### config.mk
export PLATFORM = sky130hd
export DESIGN_NAME = text_overlay_engine
export DESIGN_NICKNAME = d
export VERILOG_FILES = /design/src/rtl/text_overlay_engine.sv
export SDC_FILE = /design/constraint.sdc
export NUM_CORES = 2
export LEC_CHECK = 0
export BUFFER_PORTS_ARGS = -buffer_cell sky130_fd_sc_hd__buf_4
export CORE_MARGIN = 2
export CORE_UTILIZATION = 45
export DETAILED_ROUTE_END_ITERATION = 8
export PLACE_DENSITY = 0.68
export SYNTH_ARGS = -nofsm -noshare
export SYNTH_HDL_FRONTEND = slang
export SYNTH_SLANG_ARGS = --single-unit
### constraint.sdc
create_clock -name clk -period 5.2 [get_ports clk]
set_clock_uncertainty 0.1 [all_clocks]
set_input_delay 0.52 -clock clk [delete_from_list [all_inputs] [get_ports clk]]
set_output_delay 0.52 -clock clk [all_outputs]
set_load 0.1 [all_outputs]
### src/rtl/text_overlay_engine.sv
// Character-grid text overlay keyed over the upstream pixel stream, glyph rows from an external sync font ROM.
// Latency: 3 clk from in_* to out_* (counters/box/map read, font fetch, colour select).
// No backpressure on the pixel path; chr_ready stays low while the char map is being cleared.
module text_overlay_engine #(
    parameter int H_ACTIVE = 1920,
    parameter int V_ACTIVE = 1080,
    parameter int GLYPH_W  = 8,
    parameter int GLYPH_H  = 16,
    parameter int COLS     = 32,
    parameter int ROWS     = 4,
    localparam int AW      = $clog2(COLS * ROWS),
    localparam int LW      = $clog2(GLYPH_H)
) (
    input  logic               clk,
    input  logic               rst,
    input  logic               in_de,
    input  logic               in_hs,
    input  logic               in_vs,
    input  logic [23:0]        in_rgb,
    input  logic               ov_enable,
    input  logic [11:0]        ov_x,
    input  logic [11:0]        ov_y,
    input  logic [1:0]         ov_scale,
    input  logic [23:0]        fg_rgb,
    input  logic [23:0]        bg_rgb,
    input  logic               bg_transparent,
    input  logic               chr_we,
    input  logic [AW-1:0]      chr_addr,
    input  logic [7:0]         chr_data,
    output logic               chr_ready,
    output logic [7+LW:0]      font_addr,
    input  logic [GLYPH_W-1:0] font_data,
    output logic               out_de,
    output logic               out_hs,
    output logic               out_vs,
    output logic [23:0]        out_rgb
);

    localparam int N_ENT = COLS * ROWS;
    localparam int BW    = $clog2(GLYPH_W);
    localparam int CW    = (COLS > 1) ? $clog2(COLS) : 1;
    localparam int RW    = (ROWS > 1) ? $clog2(ROWS) : 1;
    localparam logic [AW:0] N_ENT_W = (AW + 1)'(N_ENT);
    localparam logic [AW:0] N_LAST  = (AW + 1)'(N_ENT - 1);
    localparam logic [11:0] X_MAX   = 12'(H_ACTIVE - 1);
    localparam logic [11:0] Y_MAX   = 12'(V_ACTIVE - 1);

    typedef enum logic {ST_CLEAR = 1'b0, ST_IDLE = 1'b1} state_t;

    state_t        state, state_nxt;
    logic [AW-1:0] clr_cnt;
    logic [7:0]    chr_map [N_ENT];

    logic [11:0]   x, y;
    logic          de_d, vs_d;
    logic          vs_rise;

    logic          cfg_en, cfg_tr;
    logic [11:0]   cfg_x, cfg_y;
    logic [1:0]    cfg_scale;
    logic [23:0]   cfg_fg, cfg_bg;

    logic [12:0]   box_w, box_h, dx, dy, rx, ry;
    logic          in_box;
    logic [CW-1:0] col;
    logic [RW-1:0] row;
    logic [BW-1:0] bitx;
    logic [LW-1:0] line;
    logic [AW:0]   idx_w;
    logic [7:0]    code;

    logic          p1_de, p1_hs, p1_vs, p1_on;
    logic [23:0]   p1_rgb;
    logic [BW-1:0] p1_bitx;
    logic          p2_de, p2_hs, p2_vs, p2_on;
    logic [23:0]   p2_rgb;
    logic [BW-1:0] p2_bitx;

    logic [BW-1:0] sel;
    logic          glyph_bit;
    logic [23:0]   mux_rgb;

    assign vs_rise = in_vs && !vs_d;

    // FSM state register
    always_ff @(posedge clk) begin
        if (rst) state <= ST_CLEAR;
        else     state <= state_nxt;
    end

    // FSM next state: leave CLEAR once the last entry has been written
    always_comb begin
        state_nxt = state;
        chr_ready = 1'b0;
        case (state)
            ST_CLEAR: if ({1'b0, clr_cnt} == N_LAST) state_nxt = ST_IDLE;
            ST_IDLE:  chr_ready = 1'b1;
        endcase
    end

    // Clear sweep pointer, restarts from entry 0 on every reset
    always_ff @(posedge clk) begin
        if (rst)                  clr_cnt <= '0;
        else if (state == ST_CLEAR) clr_cnt <= clr_cnt + 1'b1;
    end

    // Char map: space-fill during CLEAR, host writes only when ready and in range
    always_ff @(posedge clk) begin
        if (!rst) begin
            if (state == ST_CLEAR)
                chr_map[clr_cnt] <= 8'h20;
            else if (chr_we && ({1'b0, chr_addr} < N_ENT_W))
                chr_map[chr_addr] <= chr_data;
        end
    end

    // Raster counters and frame-synchronous config capture
    always_ff @(posedge clk) begin
        if (rst) begin
            x         <= '0;
            y         <= '0;
            de_d      <= 1'b0;
            vs_d      <= 1'b0;
            cfg_en    <= 1'b0;
            cfg_x     <= '0;
            cfg_y     <= '0;
            cfg_scale <= '0;
            cfg_fg    <= '0;
            cfg_bg    <= '0;
            cfg_tr    <= 1'b0;
        end else begin
            de_d <= in_de;
            vs_d <= in_vs;
            if (in_de) x <= (x == X_MAX) ? x : x + 12'd1;
            else       x <= '0;
            if (vs_rise)
                y <= '0;
            else if (de_d && !in_de && (y != Y_MAX))
                y <= y + 12'd1;
            if (vs_rise) begin
                cfg_en    <= ov_enable;
                cfg_x     <= ov_x;
                cfg_y     <= ov_y;
                cfg_scale <= ov_scale;
                cfg_fg    <= fg_rgb;
                cfg_bg    <= bg_rgb;
                cfg_tr    <= bg_transparent;
            end
        end
    end

    // Box test and glyph coordinates; 13-bit arithmetic so the box never wraps to x/y=0
    always_comb begin
        box_w  = 13'(COLS * GLYPH_W) << cfg_scale;
        box_h  = 13'(ROWS * GLYPH_H) << cfg_scale;
        dx     = {1'b0, x} - {1'b0, cfg_x};
        dy     = {1'b0, y} - {1'b0, cfg_y};
        rx     = dx >> cfg_scale;
        ry     = dy >> cfg_scale;
        in_box = in_de
              && ({1'b0, x} >= {1'b0, cfg_x}) && ({1'b0, x} < ({1'b0, cfg_x} + box_w))
              && ({1'b0, y} >= {1'b0, cfg_y}) && ({1'b0, y} < ({1'b0, cfg_y} + box_h));
        col    = CW'(rx >> BW);
        bitx   = BW'(rx);
        row    = RW'(ry >> LW);
        line   = LW'(ry);
        idx_w  = (AW + 1)'(int'(row) * COLS + int'(col));
        code   = (idx_w < N_ENT_W) ? chr_map[idx_w[AW-1:0]] : 8'h20;
    end

    // S1 -> S2: issue the ROM fetch and carry the pixel alongside it
    always_ff @(posedge clk) begin
        if (rst) begin
            font_addr <= '0;
            p1_de     <= 1'b0;
            p1_hs     <= 1'b0;
            p1_vs     <= 1'b0;
            p1_rgb    <= '0;
            p1_on     <= 1'b0;
            p1_bitx   <= '0;
        end else begin
            font_addr <= {code, line};
            p1_de     <= in_de;
            p1_hs     <= in_hs;
            p1_vs     <= in_vs;
            p1_rgb    <= in_rgb;
            p1_on     <= in_box && cfg_en && (state == ST_IDLE);
            p1_bitx   <= bitx;
        end
    end

    // S2 -> S3: wait out the ROM's one-cycle read latency
    always_ff @(posedge clk) begin
        if (rst) begin
            p2_de   <= 1'b0;
            p2_hs   <= 1'b0;
            p2_vs   <= 1'b0;
            p2_rgb  <= '0;
            p2_on   <= 1'b0;
            p2_bitx <= '0;
        end else begin
            p2_de   <= p1_de;
            p2_hs   <= p1_hs;
            p2_vs   <= p1_vs;
            p2_rgb  <= p1_rgb;
            p2_on   <= p1_on;
            p2_bitx <= p1_bitx;
        end
    end

    // Colour select: glyph bit picks FG, otherwise BG or the upstream pixel
    always_comb begin
        sel       = BW'(GLYPH_W - 1) - p2_bitx;
        glyph_bit = font_data[sel];
        mux_rgb   = p2_rgb;
        if (!p2_de)
            mux_rgb = '0;
        else if (p2_on) begin
            if (glyph_bit)    mux_rgb = cfg_fg;
            else if (!cfg_tr) mux_rgb = cfg_bg;
        end
    end

    // Output register
    always_ff @(posedge clk) begin
        if (rst) begin
            out_de  <= 1'b0;
            out_hs  <= 1'b0;
            out_vs  <= 1'b0;
            out_rgb <= '0;
        end else begin
            out_de  <= p2_de;
            out_hs  <= p2_hs;
            out_vs  <= p2_vs;
            out_rgb <= mux_rgb;
        end
    end

endmodule

==> results.ini <==
[final_layout]
drive_above_1_share_pct=12.3
syn_to_final_growth_pct=16.7
fillers=9066
finalNetCount=4436
final_design_area_no_fill_um2=58300
n_antenna_cell=0
utilization_pct=52.8
final_cells=5850

[setup_path]
cp_num_buf_inv=4
critPathMaxFanout=18
crit_start=x[0]$_SDFFE_PP0P_
critical_path.cell_chain=inv_1 -> ha_1 -> inv_1 -> fa_1 -> a21o_1 -> a211oi_1 -> nor3_1 -> or4_4 -> and2_4 -> buf_4 -> buf_4 -> nand2_1 -> a311oi_1 -> a311oi_1 -> nor3_1 -> or4_1 -> a31o_1
cpPeakStageDelay_ns=0.61
crit_type=reg2reg
crit-reg2reg-launch=x[0]$_SDFFE_PP0P_
worstPathArrival_ns=5.50
critical-path-top-delay-family=simple AND/OR/NAND/NOR gates
worstPathRequired_ns=5.70
slowest_stage=or4_1
end_kind=flop
ff2ff_setup_slack_ns=0.20
cp-start-kind=flop
r2r-end=font_addr[10]$_SDFF_PP0_
r2r_cells=17
crit_end=font_addr[10]$_SDFF_PP0_
worst-path-stages=17

[die]
initial_utilization_pct=45.3
rows=122
ioPinCount=169
core_um2=110000
die_h_um=337
die_area_um2=114000
chipWidth_um=337

[power]
p_leak_nw=21.5
combinationalPowerShare_pct=16.3
vdd_drop_max_mv=0.427
switching_power_mw=6.34
seq_power_share_pct=46.5
powerDensity_nw_per_um2=396
p_clk_share_pct=37.2
swShare_pct=27.4
p_int_mw=16.8

[place]
place_ws_ns=0.264
port_buffers=168
placed_cell_area_um2=53400
hpwl_um=87200
place.gp.congestion=0.925
dp.cells=5527

[route]
vias_per_cell=5.82
drc=0
ant_nets=0
drt_iter0_drc=3901
wirelength_um=137000
drtPass1Iterations=6
post_drt_wl_per_cell_um=23.5
detailroute.via_count=34100

[synth]
synth-seq-cells=1233
synth_cell_types=79
synth.avg_cell_area_um2=12.6
syn-instance-count=3966
synth_ff_type=edfxtp_1
yosysSeqAreaShare_pct=69.9
syn-num-nets=4140
synth_edf_count=1024
yosysWarnings=0
async_flop_share_pct=0
syn_area_um2=50000

[cts]
clockBufferDepth=3
cts_tree=yes
root_buffer=clkbuf_16
htree_levels=3
cts_sinks=1233
clkTransAtPathRegs_ns=0.07
clock_latency_ns=0.70
cts_buffers=119

[global_routing]
grt_antenna_before_repair=3
grt_usage_pct=23.9
gr-total-overflow=0
grt_pass1_wl_um=205000
grt_max_degree=91
grt_pass1_vias=32900

[hold_path]
holdPathStages=2
min_path_type=in2reg

[timing]
setup_viol=0
max_slew_margin_pct=23.0
rsz0062_at_grt=false
setup-tns-final_ns=0
slew_viol_final=0
finalWorstSetupSlack_ns=0.198
clock.fmax_ghz=0.200
worstMarginPinSlew_ns=1.16
fin_crit_sh_pct=96.2
hold_viol=0
fin_crit_ns=5.00

[flow_run]
cap_violations=0

[status]
status=finished, final reports clean

## synthesized netlist by cell type (all sizes together) (11+ instances only)
cell | instances | area (um2)
a211oi | 49 | 368
a21o | 12 | 90.1
a21oi | 170 | 851
a221oi | 13 | 151
a22oi | 21 | 158
a311oi | 24 | 210
a31oi | 38 | 238
a32oi | 70 | 613
and3 | 40 | 250
buf | 142 | 736
clkbuf | 91 | 343
dfxtp | 209 | 4180
edfxtp | 1024 | 30700
ha | 43 | 538
inv | 47 | 176
mux2i | 153 | 1530
mux4 | 13 | 293
nand2 | 903 | 3390
nand2b | 11 | 68.8
nand3 | 204 | 1030
nand3b | 12 | 90.1
nand4 | 54 | 338
nor2 | 254 | 961
nor2b | 69 | 432
nor3 | 34 | 180
o211ai | 11 | 82.6
o21ai | 45 | 225
o22ai | 30 | 188
or3 | 12 | 75.1
xnor2 | 22 | 193
xor2 | 19 | 166
## worst register-to-register path, cell delays in order, from the launching register on
cell	delay [ns]
dfxtp_1	0.33
inv_1	0.09
ha_1	0.17
inv_1	0.06
fa_1	0.43
a21o_1	0.22
a211oi_1	0.29
nor3_1	0.11
or4_4	0.56
and2_4	0.31
buf_4	0.26
buf_4	0.24
nand2_1	0.11
a311oi_1	0.09
a311oi_1	0.59
nor3_1	0.11
or4_1	0.61
a31o_1	0.22
## routing by layer
layer  vias to the layer above  global-route usage [%]  routed length [um]
met5                         -                       0                  22
li1                      15200                       -                   -
met1                     16800                    32.2               55600
met4                         4                    8.19                4750
met3                       315                    5.45               13500
met2                      1752                    38.1               63500
## cell usage in the layout, fill, tap and decap left out, types with 11 or more instances in the layout
master         synthesis  final
nand3_1              203    203
clkinv_1               0     26
buf_4                  8    288
a32oi_1               70     70
nor2b_1               69     68
mux2i_1              153    152
a22oi_1               21     21
mux4_2                13     13
o211ai_1              11     11
dfxtp_1              209    209
or3_1                 12     11
nor3_1                32     32
nand3b_1              12     12
clkbuf_16              0    121
buf_12                 0     17
clkinv_2               0     14
xor2_1                19     19
and3_1                40     40
a311oi_1              24     24
a211oi_1              49     49
ha_1                  43     43
clkbuf_8               0     11
nand2_1              902    902
a21oi_1              170    170
inv_1                 47     47
edfxtp_1            1024   1024
xnor2_1               22     22
nor2_1               251    246
o22ai_1               30     30
a21o_1                12     12
o21ai_0               44     44
dlygate4sd3_1          0    102
a31oi_1               38     38
clkbuf_1              90     21
nand4_1               54     54
## worst min-delay path by stage
stage                                from  slack, ns                     end
floorplan                p2_on$_SDFF_PP0_       0.30  out_rgb[22]$_SDFF_PP0_
global placement    p1_rgb[14]$_SDFF_PP0_       0.32   p2_rgb[14]$_SDFF_PP0_
detailed placement  p1_rgb[23]$_SDFF_PP0_       0.32   p2_rgb[23]$_SDFF_PP0_
CTS                                   rst       0.12        p2_de$_SDFF_PP0_
global route                          rst       0.17   p2_rgb[22]$_SDFF_PP0_
finish                                rst       0.16        p2_de$_SDFF_PP0_
## timing repair
action | in CTS | in global routing
endpoints found under the setup margin | 0 | 4
gates resized for setup | 0 | 3
hold buffers | 102 | 0
endpoints found under the hold margin | 102 | 0
buffers inserted | 0 | 0
## flip-flops by register name, indices dropped and copies added, names as in the netlist, 2 cells and up
name       cells
chr_map     1024
cfg_bg        24
cfg_fg        24
out_rgb       24
p1_rgb        24
p2_rgb        24
cfg_x         12
cfg_y         12
font_addr     12
x             12
y             12
clr_cnt        7
p1_bitx        3
p2_bitx        3
cfg_scale      2
## stage by stage
stage               power [mW]  hold slack, ns
floorplan                 13.1           0.299
global placement          14.5           0.317
detailed placement        14.6           0.324
CTS                       23.1           0.124
global route              23.7           0.169
finish                    23.1           0.161
## cells by family after synthesis
kind of cell,Yosys count,share of synthesized area [%]
xor gates and xnor gates,41,0.718
and+or+nand+nor,1636,14.3
adders and majority gates,47,1.20
AOI/OAI and AO/OA,560,7.69
DFF,1233,69.9
muxes,169,3.72
buffers and inverters,280,2.51
## cell type report
| cell class | instances | area, um2 | area share (%) |
|---|---|---|---|
| clock buffers | 159 | 3290 | 5.65 |
| clock inverters | 62 | 581 | 0.995 |
| inverters | 47 | 176 | 0.302 |
| multi-input cells | 2453 | 13900 | 23.9 |
| flip-flops and latches | 1233 | 34900 | 59.9 |
| well taps | 1488 | 1860 | 3.19 |
| repair buffers | 408 | 3530 | 6.06 |
## power groups by stage
stage          logic [mW]  registers (mW)  clock network [mW]
2_1_floorplan        2.00            11.1                   0
3_3_place_gp         3.58            11.0                   0
3_5_place_dp         3.60            11.0                   0
4_1_cts              3.68            10.7                8.65
5_1_grt              3.93            10.8                9.04
6_report             3.76            10.8                8.60
(Power assumes the default switching activity.)
